## config.mk

```make
export PLATFORM = sky130hd
export DESIGN_NAME = genome_sequencer
export DESIGN_NICKNAME = d
export VERILOG_FILES = /design/src/rtl/atomik_pkg.sv /design/src/rtl/atomik_lfsr32.sv /design/src/rtl/genome_sequencer.sv
export SDC_FILE = /design/constraint.sdc
export NUM_CORES = 1
export LEC_CHECK = 0
export CORE_ASPECT_RATIO = 1.1
export CORE_MARGIN = 3
export CORE_UTILIZATION = 49
export CTS_CLUSTER_SIZE = 10
export DETAILED_ROUTE_END_ITERATION = 8
export PLACE_DENSITY = 0.87
export RECOVER_POWER = 25
export SYNTH_ARGS = -nofsm -noshare
export SYNTH_HDL_FRONTEND = slang
export SYNTH_SLANG_ARGS = --single-unit
```

## constraint.sdc

```tcl
create_clock -name clk -period 3 [get_ports clk]
set_input_delay 0.6 -clock clk [delete_from_list [all_inputs] [get_ports clk]]
set_output_delay 0.6 -clock clk [all_outputs]
set_load 0.01 [all_outputs]
```

## src/rtl/atomik_pkg.sv

```systemverilog
`default_nettype none
// +------------------------------------------------------------------+
// | atomik_pkg : shared encodings and constants for genome_sequencer  |
// | Revision   : 1.0                                                  |
// +------------------------------------------------------------------+
package atomik_pkg;

    localparam logic [1:0]  c_ST_IDLE      = 2'd0;
    localparam logic [1:0]  c_ST_WAIT_TICK = 2'd1;
    localparam logic [1:0]  c_ST_PRESENT   = 2'd2;
    localparam logic [1:0]  c_ST_DONE      = 2'd3;

    localparam logic [31:0] c_LFSR_TAPS    = 32'h8020_0003;
    localparam int          c_GENOME_BYTES = 32;

    // Right-shifting Galois step: the bit shifted out folds the taps back in.
    function automatic logic [31:0] lfsr_next(input logic [31:0] s);
        return s[0] ? ((s >> 1) ^ c_LFSR_TAPS) : (s >> 1);
    endfunction

endpackage
`default_nettype wire

```

## src/rtl/atomik_lfsr32.sv

```systemverilog
`default_nettype none
// +------------------------------------------------------------------+
// | atomik_lfsr32 : 32-bit Galois whitening LFSR with seed load       |
// | Revision      : 1.0                                               |
// +------------------------------------------------------------------+
module atomik_lfsr32
    import atomik_pkg::*;
(
    input  logic        clk,
    input  logic        rst_n,
    input  logic        load,
    input  logic        step,
    input  logic [31:0] seed,
    output logic [31:0] state
);

    logic [31:0] r_state;

    always_ff @(posedge clk or negedge rst_n) begin
        if (!rst_n) begin
            r_state <= 32'h1;
        end else if (load) begin
            r_state <= seed;
        end else if (step) begin
            r_state <= lfsr_next(r_state);
        end
    end

    assign state = r_state;

endmodule
`default_nettype wire

```

## src/rtl/genome_sequencer.sv

```systemverilog
`default_nettype none
// +------------------------------------------------------------------+
// | genome_sequencer : phase-paced, LFSR-whitened 32-byte genome player|
// | Revision         : 1.0                                            |
// +------------------------------------------------------------------+
module genome_sequencer
    import atomik_pkg::*;
#(
    parameter int PHASE_W = 32
) (
    input  logic         clk,
    input  logic         rst_n,
    input  logic         core_enable,
    input  logic [31:0]  poly_freq_in,
    input  logic [31:0]  poly_seed_in,
    input  logic [255:0] dna_in,
    input  logic         otp_en,
    output logic [7:0]   gene_data,
    output logic         gene_valid,
    input  logic         gene_ready,
    output logic [4:0]   gene_index,
    output logic         seq_active,
    output logic         seq_done,
    output logic         overrun
);

    logic [1:0]         r_state;
    logic [1:0]         w_next_state;
    logic               r_en_q;
    logic               r_armed;
    logic [PHASE_W-1:0] r_phase;
    logic [PHASE_W-1:0] r_inc;
    logic [255:0]       r_dna_snap;
    logic               r_otp;
    logic [7:0]         r_data;
    logic               r_valid;
    logic [4:0]         r_index;
    logic               r_overrun;

    logic               w_start;
    logic               w_running;
    logic [PHASE_W:0]   w_sum;
    logic               w_tick;
    logic               w_accept;
    logic               w_last;
    logic [31:0]        w_seed;
    logic [31:0]        w_lfsr;
    logic [7:0]         w_byte;

    // r_armed blocks a start until core_enable has been seen low after reset.
    assign w_start   = (r_state == c_ST_IDLE) && core_enable && r_armed && !r_en_q;
    assign w_running = (r_state == c_ST_WAIT_TICK) || (r_state == c_ST_PRESENT);
    assign w_sum     = {1'b0, r_phase} + {1'b0, r_inc};
    assign w_tick    = w_running && w_sum[PHASE_W];
    assign w_accept  = (r_state == c_ST_PRESENT) && core_enable && r_valid && gene_ready;
    assign w_last    = (r_index == 5'(c_GENOME_BYTES - 1)) && r_otp;
    assign w_seed    = (poly_seed_in == 32'h0) ? 32'h1 : poly_seed_in;
    // Byte 0 sits in the top lane, so lane offset is (31 - index) * 8.
    assign w_byte    = r_dna_snap[{~r_index, 3'b000} +: 8];

    atomik_lfsr32 u_lfsr (
        .clk   (clk),
        .rst_n (rst_n),
        .load  (w_start),
        .step  (w_accept),
        .seed  (w_seed),
        .state (w_lfsr)
    );

    always_ff @(posedge clk or negedge rst_n) begin
        if (!rst_n) begin
            r_state <= c_ST_IDLE;
        end else begin
            r_state <= w_next_state;
        end
    end

    always_comb begin
        w_next_state = r_state;
        if (!core_enable) begin
            w_next_state = c_ST_IDLE;
        end else begin
            case (r_state)
                c_ST_IDLE:      if (w_start)  w_next_state = c_ST_WAIT_TICK;
                c_ST_WAIT_TICK: if (w_tick)   w_next_state = c_ST_PRESENT;
                c_ST_PRESENT:   if (w_accept) w_next_state = w_last ? c_ST_DONE : c_ST_WAIT_TICK;
                default:        w_next_state = r_state;
            endcase
        end
    end

    always_comb begin
        seq_active = w_running;
        seq_done   = (r_state == c_ST_DONE);
    end

    always_ff @(posedge clk or negedge rst_n) begin
        if (!rst_n) begin
            r_en_q     <= 1'b0;
            r_armed    <= 1'b0;
            r_phase    <= '0;
            r_inc      <= '0;
            r_dna_snap <= '0;
            r_otp      <= 1'b0;
            r_data     <= 8'h0;
            r_valid    <= 1'b0;
            r_index    <= 5'h0;
            r_overrun  <= 1'b0;
        end else begin
            r_en_q  <= core_enable;
            r_armed <= r_armed | ~core_enable;
            if (w_start) begin
                r_dna_snap <= dna_in;
                r_inc      <= PHASE_W'(poly_freq_in);
                r_otp      <= otp_en;
                r_phase    <= '0;
                r_index    <= 5'h0;
                r_overrun  <= 1'b0;
            end else if (w_running) begin
                r_phase <= w_sum[PHASE_W-1:0];
            end
            if (w_running && w_tick && (r_state == c_ST_PRESENT)) begin
                r_overrun <= 1'b1;
            end
            if (!core_enable) begin
                r_valid <= 1'b0;
            end else if ((r_state == c_ST_WAIT_TICK) && w_tick) begin
                r_data  <= w_byte ^ w_lfsr[7:0];
                r_valid <= 1'b1;
            end else if (w_accept) begin
                r_valid <= 1'b0;
                r_index <= r_index + 5'd1;
                if (w_last) begin
                    r_dna_snap <= '0;
                end
            end
        end
    end

    assign gene_data  = r_data;
    assign gene_valid = r_valid;
    assign gene_index = r_index;
    assign overrun    = r_overrun;

endmodule
`default_nettype wire

```

=== Word level (Yosys, flattened, before mapping) ===
Index checks and enable logic that the tools add are counted.

* Bitwise gates (word level): 5
* Equal/unequal tests: 9
* Add/sub/neg operators: 2
* Shifts and indexed selects: 1
* Reductions and logical operators: 20
* Muxes and demuxes: 26

{| class="wikitable"
|+ Operators by type and width
! cell !! count
|-
| 256-bit two-way mux || 5
|-
| 256-bit by 9-bit variable part select with 8-bit output || 1
|-
| 32-bit two-way mux || 6
|-
| 32-bit by 32-bit adder with 33-bit output || 1
|-
| 32-bit logical NOT || 1
|-
| 5-bit two-way mux || 4
|-
| 1-bit logical AND || 11
|-
| 2-bit two-way mux || 5
|-
| 8-bit XOR || 1
|-
| 3-bit by 2-bit != test with 1-bit output (second input constant) || 2
|-
| 2-bit case mux with 3 select lines || 1
|-
| 2-bit nonzero test || 3
|-
| 5-bit by 1-bit adder with 5-bit output (second input constant) || 1
|-
| 5-bit == test (second input constant) || 1
|-
| 1-bit two-way mux || 5
|-
| 5-bit NOT || 1
|-
| 2-bit == test (second input constant) || 2
|-
| 4-bit by 1-bit != test with 1-bit output (second input constant) || 1
|-
| 3-bit NOT with 4-bit output || 1
|-
| 4-bit AND reduction || 1
|-
| 3-bit by 1-bit != test with 1-bit output (second input constant) || 1
|-
| 3-bit != test (second input constant) || 1
|-
| 2-bit by 1-bit == test with 1-bit output (second input constant) || 1
|-
| 2-bit logical NOT || 1
|-
| other kinds (5) || 5
|}

* Logic and storage cells: 75
* Output and inout port bits: 17
* Flip-flop bits (word level): 372
* Bits of input ports: 325

=== Depth between registers and ports, before layout ===
Gate-level depths: netlist of the first run.

* Depth after elaboration: 9
* Gate-level depth with buffers: 13
* Gate-level depth less buffers: 10

=== Hierarchy ===
Synthesis of the first run repeated with hierarchy kept, for this count alone.

* Cells, all modules: 1983
* Area total of the unflattened synthesis: 19967.9 µm²

{| class="wikitable"
|+ Modules (own cells, without submodules)
! module !! instances !! cells each !! sequential area each (µm²) !! area an instance (µm²)
|-
| genome_sequencer || 1 || 1840 || 8508.2 || 18437.7
|-
| atomik_lfsr32 || 1 || 143 || 802.0 || 1530.2
|}

=== Least setup slack after synthesis of the first run ===
Ideal clock, no wire load.

* Path kind: register to register
* Start point: register r_phase[0]
* End point: register r_dna_snap[192]
* Setup time: 0.118 ns
* Arrival: 2.818 ns
* Cell stages (with the launch flop): 14
* Data required time: 2.882 ns
* Period minus slack after synthesis: 2.936 ns
* Slack: 0.064 ns
* Path buffers: 3
* Cell sequence: dfrtp_1 -> ha_1 -> fa_1 -> a21o_1 -> a221oi_4 -> o21ai_1 -> nand3_2 -> a211oi_1 -> a211oi_4 -> and3_1 -> buf_6 -> buf_12 -> buf_12 -> a21oi_2

* Longest elaborated chain between the ends: 5

{| class="wikitable"
|+ RTL lines
! item !! line !! RTL
|-
| start, declared || genome_sequencer.sv:31 || <nowiki>logic [PHASE_W-1:0] r_phase;</nowiki>
|-
| start signal, assigned || genome_sequencer.sv:120 || <nowiki>r_phase <= w_sum[PHASE_W-1:0];</nowiki>
|-
| 32-bit by 32-bit adder with 33-bit output || genome_sequencer.sv:53 || <nowiki>assign w_sum = {1'b0, r_phase} + {1'b0, r_inc};</nowiki>
|-
| 1-bit logical AND || genome_sequencer.sv:54 || <nowiki>assign w_tick = w_running && w_sum[PHASE_W];</nowiki>
|-
| 1-bit logical AND || genome_sequencer.sv:127 || <nowiki>end else if ((r_state == c_ST_WAIT_TICK) && w_tick) begin</nowiki>
|-
| 256-bit two-way mux || genome_sequencer.sv:127 ||
|-
| 256-bit two-way mux || genome_sequencer.sv:125 || <nowiki>if (!core_enable) begin</nowiki>
|-
| end signal, assigned || genome_sequencer.sv:113 || <nowiki>r_dna_snap <= dna_in;</nowiki>
|-
| end, declared || genome_sequencer.sv:33 || <nowiki>logic [255:0] r_dna_snap;</nowiki>
|}

No other way between the ends.
A chain may end at the register's enable or synchronous reset.

=== Worst setup path in the final report of the first run ===
* Start point: register r_phase[0]
* End point: register r_dna_snap[147]

The elaborated chain is that of the path after synthesis.

==> impl_metrics.py, run 1 <==
metrics = {
    "worst_setup_path": {
        "crit_family": "compound AO/OA/AOI/OAI gates",
        "critPathLaunchType": "register",
        "cp_common_cell": "buf_12",
        "worst-path-buf-inv": 3,
        "r2r_setup_slack_ns": -0.005,
        "worstPathCellList": "ha_2 -> fa_2 -> a21o_1 -> a221oi_4 -> o21ai_2 -> nand3_2 -> a211oi_2 -> a211oi_4 -> and3_4 -> buf_12 -> buf_12 -> clkbuf_16 -> a21oi_2",
        "required_ns": 3.45,
        "crit_path_max_incr_delay_ns": 0.39,
        "endpoint_kind": "register",
        "cp_slowest_cell": "dfrtp_1",
        "cp_data_arrival_time_ns": 3.45,
        "crit_type": "reg -> reg",
        "critical_path.max_fanout": 11,
    },
    "power_and_ir_drop": {
        "p_switching_mw": 7.49,
        "p_clk_share_pct": 23.0,
        "p_int_mw": 13.8,
        "swShare_pct": 35.2,
        "seqPwrFrac_pct": 39.2,
        "powerDensity_nw_per_um2": 831,
        "p_leak_nw": 11.0,
        "peakVddDrop_mv": 0.450,
        "power_frac_comb_pct": 37.8,
    },
    "yosys": {
        "ys.flop_type": "dfrtp_1",
        "synth_seq_cells": 372,
        "syn_nets": 2315,
        "synthArstFlopShare_pct": 100,
        "ys_warn_count": 0,
        "synth-edff-count": 0,
        "syn_avg_cell_area_um2": 10.2,
        "synth_seq_area_share_pct": 47.0,
        "syn_inst": 1951,
        "ys_types": 59,
        "syn_area_um2": 19800,
    },
    "job": {
        "cap_violations": 1,
    },
    "route": {
        "wl_met1_um": 21900,
        "num_vias": 16500,
        "route.detailed.drc": 0,
        "drtIter0Drc": 1508,
        "routedWlPerCell_um": 21.0,
        "viasPerCell": 5.85,
        "highest_layer": "met4",
        "first_pass_iters": 5,
        "wl_um": 59100,
        "final_antenna_net_count": 0,
        "wl_met2_um": 29600,
        "dr_wl_met3_um": 4520,
    },
    "outcome": {
        "failed_checks": "max-capacitance violations, max-slew violations, negative setup slack",
        "outcome": "complete, but fails checks",
    },
    "placed_design": {
        "routabilityCongestion": 0.891,
        "dp_hpwl_um": 41300,
        "dpl_cell_area_um2": 23800,
        "io_buffers": 341,
        "place_inst": 2729,
    },
    "die": {
        "die_w_um": 198,
        "num_rows": 76,
        "die_y_um": 217,
        "pin_count": 342,
        "start_util_pct": 50.1,
        "coreArea_um2": 39600,
        "dieArea_um2": 42900,
    },
    "cts": {
        "cts-root-buf": "clkbuf_16",
        "cts_tree": "done",
        "cts_made_buffers": 44,
        "cts_buffer_depth": 3,
        "htree_levels": 2,
        "cts.sinks": 372,
        "cts.clk_slew.worst_paths_ns": 0.06,
        "clk_latency_ns": 0.57,
    },
    "final_layout": {
        "n_antenna_cell": 0,
        "nFillCells": 2876,
        "final_cell_mix": "671 x nand2_1, 369 x dfrtp_1, 339 x clkdlybuf4s50_1",
        "multi_input_area_um2": 9580,
        "drive_above_1_share_pct": 20.1,
        "final_common_cell": "nand2_1",
        "nNetsFinal": 2660,
        "seq_area_um2": 9320,
        "final_cell_area_um2": 25600,
        "final_cells": 2815,
        "syn_to_final_growth_pct": 29.1,
    },
    "timing": {
        "max_slew_margin_pct": -24.7,
        "max_freq_ghz": 0.333,
        "report.final.slew_viol_count": 65,
        "period_minus_slack_ns": 3.00,
        "rsz0062_at_grt": "yes",
        "worst_pin_slew_ns": 1.87,
        "hold_violations": 0,
        "timing.final.ws_setup_ns": -0.00473,
        "setup_violations": 2,
        "skew_ns": 0.0202,
        "post-route-period-util_pct": 100,
    },
    "global_routing": {
        "grt_start_max_net_pins": 132,
        "overflow": 0,
        "grt_pass1_wl_um": 90900,
        "grt_pass1_vias": 17000,
        "grt_usage_pct": 26.8,
        "antenna_found_initial": 0,
    },
    "hold_path": {
        "hp-class": "reg -> reg",
    },
}
## registers in the layout, indices dropped and copies added, names as in the netlist
register,count
r_en_q,1
gene_index,5
u_lfsr.state,32
overrun,1
r_inc,32
r_otp,1
r_phase,32
r_armed,1
r_dna_snap,256
gene_data,8
r_state,2
gene_valid,1
## per-layer routing
layer  up-vias  track usage [%]
met5         -                0
met4         0             13.1
met3       177             4.80
met2       810             45.3
met1      8146             33.3
li1       7337                -
## path summary, 6_finish.rpt
kind	start	endpoint	cells past startpoint
min in group asynchronous	rst_n	r_phase[17]	2
worst min-delay path	r_armed	r_armed	1
worst min register to register	r_armed	r_armed	1
worst max-delay path	r_phase[0]	r_dna_snap[147]	13
worst max register to register	r_phase[0]	r_dna_snap[147]	13
max in group asynchronous	rst_n	r_dna_snap[172]	3
## synthesized netlist by cell type, drive strengths merged, types with 5 or more instances
library cell | count | area [um2]
o21a | 8 | 60.1
mux2 | 12 | 135
nand3b | 15 | 113
a211oi | 8 | 72.6
inv | 13 | 48.8
dfrtp | 371 | 9280
mux4 | 80 | 1800
clkbuf | 92 | 345
nand2 | 671 | 2520
or3 | 5 | 31.3
a21oi | 293 | 2220
nand4 | 7 | 43.8
and3 | 7 | 43.8
nand3 | 21 | 110
nor4 | 9 | 56.3
and2 | 5 | 31.3
xor2 | 6 | 52.6
nor3 | 6 | 30.0
mux2i | 56 | 561
a21o | 13 | 97.6
xnor2 | 27 | 236
buf | 47 | 614
nor2b | 7 | 43.8
nor2 | 35 | 131
nand2b | 7 | 43.8
o21ai | 56 | 280
ha | 38 | 475
## what timing repair did
action	CTS	global route
hold endpoints to repair	4	0
gates resized for setup	8	16
hold buffers	1	0
pin swaps	4	3
endpoints found under the setup margin	259	264
cloned	2	10
buffers inserted	4	11
## metrics by stage
step | total power [mW] | setup slack [ns] | util [%] | TNS, ns | hold slack (ns)
finish | 21.3 | -0.00473 | 64.7 | -0.00673 | 0.462
detailed placement | 16.0 | -0.126 | 60.2 | -22.56 | 0.451
global route | 22.5 | -0.0995 | 64.7 | -12.06 | 0.475
CTS | 21.1 | -0.00983 | 63.8 | -0.0126 | 0.469
floorplan | 13.5 | 0.0639 | - | 0 | 0.304
global placement | 15.5 | -0.0528 | 60.2 | -4.30 | 0.443
## cell type report
| cell class | count | area share, % |
|---|---|---|
| flip-flops and latches | 372 | 36.4 |
| multi-input cells | 1427 | 37.4 |
| clock inverters | 4 | 0.293 |
| well taps | 507 | 2.48 |
| clock buffers | 54 | 4.65 |
| inverters | 13 | 0.191 |
| repair buffers | 438 | 18.6 |
## power groups by stage
stage | combinational [mW] | clock, mW | sequential, mW
after floorplan | 5.64 | 0 | 7.82
after global placement | 7.34 | 0 | 8.12
after detailed placement | 7.74 | 0 | 8.28
after CTS | 7.84 | 4.97 | 8.25
after global routing | 8.83 | 5.16 | 8.50
final | 8.04 | 4.88 | 8.33
## cells by family (layout without fill, tap and decap cells)
logic type               Yosys count  after routing  synth area share [%]
AND/OR/NAND/NOR                  804            804                  16.5
AO/OA/AOI/OAI                    403            403                  14.9
flip-flops                       372            372                  47.0
buffers and inverters            152            509                  5.09
multiplexers                     148            148                  12.6
adder cells (fa/ha/maj)           39             39                  2.50
XOR/XNOR                          33             33                  1.46
No activity file was read; power rests on OpenSTA's default activity.
==> inputs of run 2 (changes only) <==
--- a/config.mk
+++ b/config.mk
@@ -5,8 +5,9 @@
 export SDC_FILE = /design/constraint.sdc
 export NUM_CORES = 1
 export LEC_CHECK = 0
+export ABC_CLOCK_PERIOD_IN_PS = 3000
 export CORE_ASPECT_RATIO = 1.1
-export CORE_MARGIN = 3
+export CORE_MARGIN = 1
 export CORE_UTILIZATION = 49
 export CTS_CLUSTER_SIZE = 10
 export DETAILED_ROUTE_END_ITERATION = 8
==> impl_metrics.py, run 2 (synthesized netlist as in run 1, its figures left out) <==
metrics = {
    "worst_setup_path": {
        "worst-path-buf-inv": 2,
        "crit_family": "compound AO/OA/AOI/OAI gates",
        "crit_type": "reg -> reg",
        "cp_slowest_cell": "dfrtp_1",
        "cp_data_arrival_time_ns": 3.42,
        "critical_path.max_fanout": 21,
        "crit_path_max_incr_delay_ns": 0.44,
        "worstRegToRegCells": 12,
        "worstPathCellList": "ha_4 -> fa_2 -> a21o_1 -> a221oi_4 -> o21ai_2 -> nand3_2 -> a211oi_2 -> a211oi_4 -> and3_4 -> buf_12 -> buf_16 -> a21oi_2",
        "required_ns": 3.46,
        "endpoint_kind": "register",
        "cp.depth": 12,
        "critPathLaunchType": "register",
    },
    "cts": {
        "cts_hold_buf": 0,
        "htree_levels": 2,
        "cts_made_buffers": 44,
        "cts_buffer_depth": 3,
        "cts-root-buf": "clkbuf_16",
        "post_cts_buffers": 0,
        "clk_latency_ns": 0.58,
        "cts_tree": "done",
        "cts.clk_slew.worst_paths_ns": 0.06,
        "cts.sinks": 372,
    },
    "die": {
        "num_rows": 76,
        "die_w_um": 194,
        "start_util_pct": 50.1,
        "pin_count": 342,
        "dieArea_um2": 41300,
        "coreArea_um2": 39600,
        "die_y_um": 213,
    },
    "power_and_ir_drop": {
        "peakVddDrop_mv": 0.439,
        "p_leak_nw": 10.8,
        "powerDensity_nw_per_um2": 841,
    },
    "global_routing": {
        "overflow": 0,
        "grt_usage_pct": 27.4,
        "grt_pass1_wl_um": 88100,
        "antenna_found_initial": 3,
        "grt_start_max_net_pins": 108,
        "grt_pass1_vias": 16700,
    },
    "placed_design": {
        "dp_slack_ns": -0.0467,
        "routabilityCongestion": 0.938,
        "place_inst": 2726,
        "io_buffers": 341,
        "dp_hpwl_um": 40000,
    },
    "final_layout": {
        "final_common_cell": "nand2_1",
        "final_cells": 2790,
        "final_cell_mix": "671 x nand2_1, 369 x dfrtp_1, 340 x clkdlybuf4s50_1",
        "syn_to_final_growth_pct": 27.1,
        "largest_register_ffs": 256,
        "nNetsFinal": 2632,
        "top_register": "r_dna_snap",
        "drive_above_1_share_pct": 19.4,
    },
    "route": {
        "highest_layer": "met5",
        "num_vias": 16200,
        "final_antenna_net_count": 0,
        "drtIter0Drc": 1350,
        "route.detailed.drc": 0,
        "wl_met1_um": 22200,
        "first_pass_iters": 5,
        "wl_um": 57100,
        "wl_met2_um": 28400,
        "viasPerCell": 5.80,
        "dr_wl_met3_um": 3680,
        "routedWlPerCell_um": 20.5,
    },
    "timing": {
        "worst_pin_slew_ns": 2.24,
        "holdWs_ns": 0.460,
        "report.final.slew_viol_count": 75,
        "hold_violations": 0,
        "timing.final.ws_setup_ns": 0.0380,
        "period_minus_slack_ns": 2.96,
        "skew_ns": 0.0204,
        "post-route-period-util_pct": 98.7,
        "max_slew_margin_pct": -49.2,
        "rsz0062_at_grt": "yes",
        "setup_violations": 0,
        "max_freq_ghz": 0.338,
    },
    "outcome": {
        "outcome": "complete, but fails checks",
        "failed_checks": "max-capacitance violations, max-slew violations",
    },
    "hold_path": {
        "hp-class": "reg -> reg",
        "min_path_cells": 1,
    },
    "job": {
        "cap_violations": 1,
    },
}
## run 2: cell types whose count changed in the layout (fill, tap and decap cells not counted), sizes merged, moves of 2 or more
cell and delta:
dlygate4sd3 -2, buf -17, clkbuf -8, clkinv +2
## run 2: routing by layer
layer | global-route usage, % | up-vias
met5 | 0 | -
met4 | 15.0 | 2
met3 | 4.42 | 165
met2 | 46.0 | 708
met1 | 34.1 | 8030
li1 | - | 7282
## run 2: worst paths after layout
path / from / endpoint / slack, ns
max: r_inc[0] / r_dna_snap[88] / 0.04
min: r_armed / r_armed / 0.46
max reg2reg: r_inc[0] / r_dna_snap[88] / 0.04
min reg2reg: r_armed / r_armed / 0.46
max in group asynchronous: rst_n / u_lfsr.state[31] / 0.61
min in group asynchronous: rst_n / r_phase[17] / 0.63
## run 2: area by class of cell
cell class / count / area (um2)
Inverter: 13 / 48.8
Antenna cell: 1 / 2.50
Multi-Input combinational cell: 1427 / 9630
Clock inverter: 5 / 58.8
Fill cell: 2962 / 14400
Sequential cell: 372 / 9320
Timing Repair Buffer: 410 / 4330
Clock buffer: 55 / 1170
Tap cell: 507 / 634
## run 2: power by group
part	leakage (nW)	switching (mW)	internal (mW)	total (mW)
logic	5.57	4.14	3.92	8.06
registers	4.64	1.29	7.02	8.30
clock network	0.604	2.08	2.74	4.82
total	10.8	7.51	13.7	21.2
## run 2: worst reg2reg max path, delay by kind of cell, from the launching register on
| family | cells | cell delay [ns] |
|---|---|---|
| compound gates | 6 | 1.04 |
| simple gates | 2 | 0.37 |
| flops | 1 | 0.44 |
| buf+inv | 2 | 0.45 |
| fa+ha+maj | 2 | 0.56 |
## run 2: what timing repair did
action                                  in CTS  in global routing
gates resized for setup                      5                 24
cloned                                       0                  3
pin swaps                                    1                  1
endpoints found under the setup margin     234                264
## run 2: through the flow
step	total power [mW]	utilization (%)	area, um2	setup TNS, ns
after detailed placement	16.0	60.1	23800	-0.463
after floorplan	13.5	-	19800	0
final	21.2	63.7	25200	0
after CTS	21.0	63.3	25000	0
after global placement	15.5	60.1	23800	0
after global routing	22.4	63.7	25200	-7.33
